`src/rtl/jif_pkg.sv`:
```
// Shared definitions for the fetch/decode/writeback sequencer: opcodes,
// FSM state encoding and instruction word field positions.
package jif_pkg;

  // ALU opcodes (7-bit op field)
  localparam logic [6:0] OP_ADD  = 7'd0;
  localparam logic [6:0] OP_SUB  = 7'd1;
  localparam logic [6:0] OP_SHL  = 7'd2;
  localparam logic [6:0] OP_SHR  = 7'd3;
  localparam logic [6:0] OP_MOV  = 7'd4;
  localparam logic [6:0] OP_LDH  = 7'd5;
  localparam logic [6:0] OP_LDH2 = 7'd6;
  localparam logic [6:0] OP_MOV2 = 7'd7;
  localparam logic [6:0] OP_EQ   = 7'd8;
  localparam logic [6:0] OP_LT   = 7'd9;
  localparam logic [6:0] OP_GT   = 7'd10;
  localparam logic [6:0] OP_NF   = 7'd11;
  localparam logic [6:0] OP_AND  = 7'd12;
  localparam logic [6:0] OP_NF2  = 7'd13;
  localparam logic [6:0] OP_BR   = 7'd14;
  localparam logic [6:0] OP_HALT = 7'd127;

  // Instruction word field positions
  localparam int OP_MSB = 31;
  localparam int OP_LSB = 25;
  localparam int RD_MSB = 24;
  localparam int RD_LSB = 21;
  localparam int RA_MSB = 20;
  localparam int RA_LSB = 17;
  localparam int HL_BIT = 16;
  localparam int VAL_MSB = 15;
  localparam int VAL_LSB = 0;
  localparam int RB_MSB = 15;
  localparam int RB_LSB = 12;

  // Sequencer states
  typedef enum logic [2:0] {
    S_FETCH  = 3'd0,
    S_DECODE = 3'd1,
    S_EXEC   = 3'd2,
    S_WB     = 3'd3,
    S_HALT   = 3'd4
  } state_t;

  // Ops that consume the second register operand (rb overlaps the immediate)
  function automatic logic uses_rb(input logic [6:0] op);
    return (op <= OP_SHR) || ((op >= OP_EQ) && (op <= OP_GT));
  endfunction

  // Ops whose result is written back to R[rd]
  function automatic logic writes_reg(input logic [6:0] op);
    return (op <= OP_MOV2);
  endfunction

  // Ops that update the flag pair
  function automatic logic writes_flags(input logic [6:0] op);
    return (op >= OP_EQ) && (op <= OP_NF2);
  endfunction

  // Unused opcode range
  function automatic logic is_illegal(input logic [6:0] op);
    return (op > OP_BR) && (op < OP_HALT);
  endfunction

endpackage

```
`src/rtl/jif_regfile.sv`:
```
// 16x32 register file: two combinational read ports, one synchronous
// write port, asynchronous clear, and a dedicated R8 tap for the ALU.
module jif_regfile
  import jif_pkg::*;
#(
  parameter int NREG = 16
) (
  input  logic        clock,
  input  logic        reset,
  input  logic [3:0]  ra_sel,
  input  logic [3:0]  rb_sel,
  output logic [31:0] ra_data,
  output logic [31:0] rb_data,
  input  logic        we,
  input  logic [3:0]  wsel,
  input  logic [31:0] wdata,
  output logic [31:0] r8
);

  logic [31:0] regs [NREG];

  // Storage: cleared on reset, single write port
  always_ff @(posedge clock or posedge reset) begin
    if (reset) begin
      for (int i = 0; i < NREG; i++) regs[i] <= '0;
    end else if (we) begin
      regs[wsel] <= wdata;
    end
  end

  // Read ports see the stored value; no write-through bypass is needed
  // because operand reads and writeback never share a cycle.
  always_comb begin
    ra_data = regs[ra_sel];
    rb_data = regs[rb_sel];
    r8      = regs[8];
  end

endmodule

```
`src/rtl/fetch_decode.sv`:
```
// Fetch/decode/writeback sequencer in front of the ALU. Handshakes:
// mem_req is held high with a stable mem_addr until mem_ack is sampled
// high at a rising edge; mem_rdata is taken on that same edge. alu_exec is
// a one-cycle strobe, high only in EXEC, during which all alu_* inputs
// are stable; ALU results are taken on the edge that closes EXEC.
module fetch_decode
  import jif_pkg::*;
#(
  parameter logic [31:0] RESET_PC = 32'h0,
  parameter int          NREG     = 16
) (
  input  logic        clock,
  input  logic        reset,
  output logic        mem_req,
  output logic [31:0] mem_addr,
  input  logic        mem_ack,
  input  logic [31:0] mem_rdata,
  output logic        alu_exec,
  output logic [6:0]  alu_instr,
  output logic [31:0] alu_a,
  output logic [31:0] alu_b,
  output logic [31:0] alu_reg8,
  output logic [15:0] alu_value,
  output logic        alu_highlow,
  output logic        alu_f1,
  output logic        alu_f2,
  input  logic [31:0] alu_c,
  input  logic        alu_f3,
  input  logic        alu_addrch,
  input  logic [31:0] alu_naddr,
  output logic        halted,
  output logic        illegal,
  output logic [2:0]  dbg_state
);

  state_t      state, state_nx;
  logic [31:0] pc;
  logic [31:0] ir;
  logic        req_q;
  logic [6:0]  instr_q;
  logic [31:0] a_q, b_q;
  logic [15:0] value_q;
  logic        hl_q;
  logic        f1_q, f2_q;
  logic [31:0] c_q;
  logic        f3_q;
  logic        addrch_q;
  logic [31:0] naddr_q;

  logic [6:0]  ir_op;
  logic [3:0]  ir_rd, ir_ra, ir_rb;
  logic [31:0] ra_data, rb_data, r8_data;
  logic        rf_we;
  logic        ack_taken;

  assign ir_op = ir[OP_MSB:OP_LSB];
  assign ir_rd = ir[RD_MSB:RD_LSB];
  assign ir_ra = ir[RA_MSB:RA_LSB];
  assign ir_rb = ir[RB_MSB:RB_LSB];

  assign ack_taken = (state == S_FETCH) && req_q && mem_ack;

  jif_regfile #(.NREG(NREG)) u_regfile (
    .clock   (clock),
    .reset   (reset),
    .ra_sel  (ir_ra),
    .rb_sel  (ir_rb),
    .ra_data (ra_data),
    .rb_data (rb_data),
    .we      (rf_we),
    .wsel    (ir_rd),
    .wdata   (c_q),
    .r8      (r8_data)
  );

  // State register
  always_ff @(posedge clock or posedge reset) begin
    if (reset) state <= S_FETCH;
    else       state <= state_nx;
  end

  // Next-state and per-state strobes
  always_comb begin
    state_nx = state;
    alu_exec = 1'b0;
    halted   = 1'b0;
    illegal  = 1'b0;
    rf_we    = 1'b0;
    case (state)
      S_FETCH:  if (ack_taken) state_nx = S_DECODE;
      S_DECODE: state_nx = S_EXEC;
      S_EXEC: begin
        alu_exec = 1'b1;
        state_nx = S_WB;
      end
      S_WB: begin
        illegal  = is_illegal(ir_op);
        rf_we    = writes_reg(ir_op);
        state_nx = (ir_op == OP_HALT) ? S_HALT : S_FETCH;
      end
      S_HALT: halted = 1'b1;
      default: state_nx = S_FETCH;
    endcase
  end

  // Fetch request, PC, instruction latch, operand capture, result capture
  always_ff @(posedge clock or posedge reset) begin
    if (reset) begin
      pc       <= RESET_PC;
      ir       <= '0;
      req_q    <= 1'b0;
      instr_q  <= '0;
      a_q      <= '0;
      b_q      <= '0;
      value_q  <= '0;
      hl_q     <= 1'b0;
      f1_q     <= 1'b0;
      f2_q     <= 1'b0;
      c_q      <= '0;
      f3_q     <= 1'b0;
      addrch_q <= 1'b0;
      naddr_q  <= '0;
    end else begin
      case (state)
        S_FETCH: begin
          if (ack_taken) begin
            ir    <= mem_rdata;
            req_q <= 1'b0;
          end else begin
            req_q <= 1'b1;
          end
        end
        S_DECODE: begin
          instr_q <= ir_op;
          a_q     <= ra_data;
          b_q     <= uses_rb(ir_op) ? rb_data : 32'h0;
          value_q <= ir[VAL_MSB:VAL_LSB];
          hl_q    <= ir[HL_BIT];
        end
        S_EXEC: begin
          c_q      <= alu_c;
          f3_q     <= alu_f3;
          addrch_q <= alu_addrch;
          naddr_q  <= alu_naddr;
        end
        S_WB: begin
          if (writes_flags(ir_op)) begin
            f2_q <= f1_q;
            f1_q <= f3_q;
          end
          if (ir_op == OP_BR) begin
            pc <= addrch_q ? naddr_q : pc + 32'd1;
          end else if (ir_op != OP_HALT) begin
            pc <= pc + 32'd1;
          end
          // Request the next word right away so FETCH can finish in one cycle
          req_q <= (ir_op != OP_HALT);
        end
        default: req_q <= 1'b0;
      endcase
    end
  end

  assign mem_req     = req_q;
  assign mem_addr    = pc;
  assign alu_instr   = instr_q;
  assign alu_a       = a_q;
  assign alu_b       = b_q;
  assign alu_reg8    = r8_data;
  assign alu_value   = value_q;
  assign alu_highlow = hl_q;
  assign alu_f1      = f1_q;
  assign alu_f2      = f2_q;
  assign dbg_state   = state;

endmodule

```
`config.mk`:
```
export PLATFORM = sky130hd
export DESIGN_NAME = fetch_decode
export DESIGN_NICKNAME = d
export VERILOG_FILES = /design/src/rtl/jif_pkg.sv /design/src/rtl/jif_regfile.sv /design/src/rtl/fetch_decode.sv
export SDC_FILE = /design/constraint.sdc
export NUM_CORES = 2
export LEC_CHECK = 0
export CORE_AREA = 2 2 230 277
export CTS_CLUSTER_DIAMETER = 80
export DETAILED_ROUTE_END_ITERATION = 12
export DIE_AREA = 0 0 232 279
export MAX_ROUTING_LAYER = met4
export PLACE_DENSITY = 0.81
export SLEW_MARGIN = 5
export SYNTH_ARGS = -nofsm -noshare
export SYNTH_HDL_FRONTEND = slang
export SYNTH_SLANG_ARGS = --single-unit
```
`constraint.sdc`:
```
create_clock -name clock -period 48.5 [get_ports clock]
set_clock_uncertainty 0.15 [all_clocks]
set_input_delay 14.55 -clock clock [delete_from_list [all_inputs] [get_ports clock]]
set_output_delay 14.55 -clock clock [all_outputs]
set_load 0.02 [all_outputs]
```
==> results.sh <==
export IMPL_status="finished, final reports clean"
export IMPL_drt_iter0_markers=2145
export IMPL_die_width_um=232
export IMPL_setup_tns_final_ns=0
export IMPL_powerDensity_nw_per_um2=58.0
export IMPL_path_max_fanout=173
export IMPL_ys_flop_type="dfrtp_1"
export IMPL_layout_drive_gt1_share=0.378
export IMPL_cts_root_buf="clkbuf_16"
export IMPL_die_y_um=279
export IMPL_wl_per_cell_um=29.2
export IMPL_grt_pass1_wl_um=160000
export IMPL_power_frac_seq=0.412
export IMPL_rows=100
export IMPL_synthTopCellsByArea="dfrtp_1, mux2_2, mux4_2"
export IMPL_place_inst=3440
export IMPL_synth_warning_count=0
export IMPL_postSynthCellCount=2574
export IMPL_syn_avg_cell_area_um2=14.4
export IMPL_die_area_um2=64700
export IMPL_cp_start_kind="input port"
export IMPL_grt_max_degree=174
export IMPL_cts_tree="done"
export IMPL_antenna_found_initial=1
export IMPL_clkLatencyLatePin_ns=0.63
export IMPL_start_util=0.597
export IMPL_max_cap_viol_count=0
export IMPL_drv_slew=0
export IMPL_ant_nets=0
export IMPL_grt_usage=0.338
export IMPL_synth_edf_count=0
export IMPL_overflow=0
export IMPL_grt_pass1_vias=26200
export IMPL_nNetsFinal=2803
export IMPL_dpl_worst_slack_ns=29.60
export IMPL_finalNonFillerCells=3579
export IMPL_leakage_uw=0.0194
export IMPL_rsz0062_at_grt="no"
export IMPL_io_pins=262
export IMPL_htreeDepth=3
export IMPL_ys_ff_latch=736
export IMPL_synth_top_cell_by_area="dfrtp_1"
export IMPL_power_frac_comb=0.333
export IMPL_synth_fp_nets=2676
export IMPL_yosys_area_top_type_share=0.498
export IMPL_synth_sequential_area_ratio=0.498
export IMPL_dp_final_hpwl_um=61500
export IMPL_period_needed_ns=18.12
export IMPL_hold_viol_final=0
export IMPL_slew_headroom=0.171
export IMPL_required_ns=48.95
export IMPL_area_delta_synth_final_pct=14.8
export IMPL_clk_path_buf_depth=3
export IMPL_cts_hold_buf=0
export IMPL_netlist_area_um2=37000
export IMPL_setup_viol=0
export IMPL_switching_share=0.363
export IMPL_async_flop_share=1.00
export IMPL_drc=0
export IMPL_synth_common_cells="dfrtp_1, mux2_2, mux4_2"
export IMPL_peakVddDrop_uv=52.7
export IMPL_postCtsResizedCells=0
export IMPL_maxClockFrequency_mhz=55.2
export IMPL_finalCritPeriodShare=0.374
export IMPL_switchingPower_uw=894
export IMPL_port_buffers=261
export IMPL_first_pass_iters=5
export IMPL_post_cts_repair_setup_buffers=0
export IMPL_arrival_ns=18.57
export IMPL_yosysMostFrequentCell="dfrtp_1"
export IMPL_core_area_um2=61900
export IMPL_cts_buffers_inserted=75
export IMPL_worstMarginPinSlew_ns=1.24
export IMPL_via_per_inst=6.89
export IMPL_min_path_type="flip-flop to flip-flop"
export IMPL_p_clk_frac=0.254
export IMPL_p_int_uw=1570
export IMPL_synthDistinctLibCells=64
export IMPL_place_gp_congestion=0.895
export IMPL_clock_sinks=736
export IMPL_timing_final_ws_setup_ns=30.38
export IMPL_vias=24700
export IMPL_worstSetupEndpointType="asynchronous set/reset pin"
export IMPL_path_class="input port to asynchronous set/reset pin"
export IMPL_drt_total_wl_um=105000
export IMPL_cts_clk_slew_worst_paths_ns=0.06
## worst paths after layout
check | start | to | slack (ns) | cells after the start
max in group clock | ir[31] | illegal | 31.15 | 5
min in group asynchronous | reset | alu_value[2] | 14.30 | 2
setup reg to reg | ir[15] | alu_b[14] | 44.82 | 7
hold / removal | ir[9] | alu_value[9] | 0.32 | 2
setup / recovery | reset | alu_b[11] | 30.38 | 5
hold reg to reg | ir[9] | alu_value[9] | 0.32 | 2
## per-layer routing
| metal | track usage | vias up | wire, um |
|---|---|---|---|
| li1 | - | 9930 | - |
| met1 | 0.429 | 13000 | 39300 |
| met2 | 0.522 | 1421 | 50200 |
| met3 | 0.0742 | 368 | 9910 |
| met4 | 0.162 | 0 | 5130 |
| met5 | - | - | 0 |
## cells by family after synthesis
logic type	count (synthesis)	share of synthesized area
mux	999	0.378
buf+inv	266	0.0367
compound gates	255	0.0445
fa+ha+maj	1	0.000338
flops	736	0.498
simple gates	317	0.0421
## cell type report
class / count / area, um^2
antenna: 1 / 2.50
clock inverter: 35 / 495
fill: 4041 / 19500
sequential: 736 / 18400
tap: 816 / 1020
timing repair buffer: 309 / 2990
clock buffer: 103 / 2180
multi-input combinational: 1572 / 17300
inverter: 7 / 33.8
## power groups by stage
| stage | combinational [uW] | clock (uW) | sequential (uW) |
|---|---|---|---|
| 2_1_floorplan | 620 | 0 | 914 |
| 3_3_place_gp | 791 | 0 | 998 |
| 3_5_place_dp | 814 | 0 | 1010 |
| 4_1_cts | 819 | 631 | 1010 |
| 5_1_grt | 865 | 657 | 1040 |
| 6_report | 821 | 626 | 1020 |
## metrics by stage
stage                     instance area, um^2  power, uW  hold WS [ns]  utilization
after floorplan                         37000       1530         0.283            -
after global placement                  39800       1790         0.292        0.642
after detailed placement                39800       1830         0.299        0.642
after CTS                               42400       2460         0.313        0.685
after global routing                    42400       2560         0.342        0.685
final                                   42400       2460         0.317        0.685
## worst max-delay path: stages
cell and delay (ns):
clkdlybuf4s50_1 0.49, inv_8 0.57, buf_12 0.76, buf_4 0.99
buf_4 0.92
## cell usage in the layout (no fill, tap or decap), types with 4 or more instances in the layout
master           instances
mux2_4                 130
clkinv_2                13
mux2_2                 475
clkbuf_1                 9
bufinv_16               11
o22ai_1                 11
nand4_1                 14
a31oi_1                  6
nor3_4                   6
clkdlybuf4s50_1        261
mux2i_1                167
nor4_1                   6
o2bb2ai_1                4
mux4_2                 218
or3_1                    4
mux2_1                   9
nor2_1                  87
dfrtp_4                  6
nand3_1                 27
clkbuf_16               76
a21oi_1                 58
clkbuf_8                18
a22o_1                   5
and4_1                   4
a2bb2oi_1                4
nand2b_1                 6
a221oi_1                30
nand2_1                102
dfrtp_1                730
inv_6                    5
a22oi_1                 37
buf_4                   47
and3_1                   8
o21ai_0                 74
inv_1                    5
nor3_1                  17
## registers in the layout (all words and copies together) (netlist names)
name / cells
dbg_state: 3
alu_value: 16
mem_addr: 32
alu_f2: 1
mem_req: 1
u_regfile.r8: 32
alu_b: 32
ir: 32
addrch_q: 1
u_regfile.regs: 480
alu_highlow: 1
alu_f1: 1
c_q: 32
alu_a: 32
f3_q: 1
naddr_q: 32
alu_instr: 7
No activity file was read; power rests on OpenSTA's default activity.
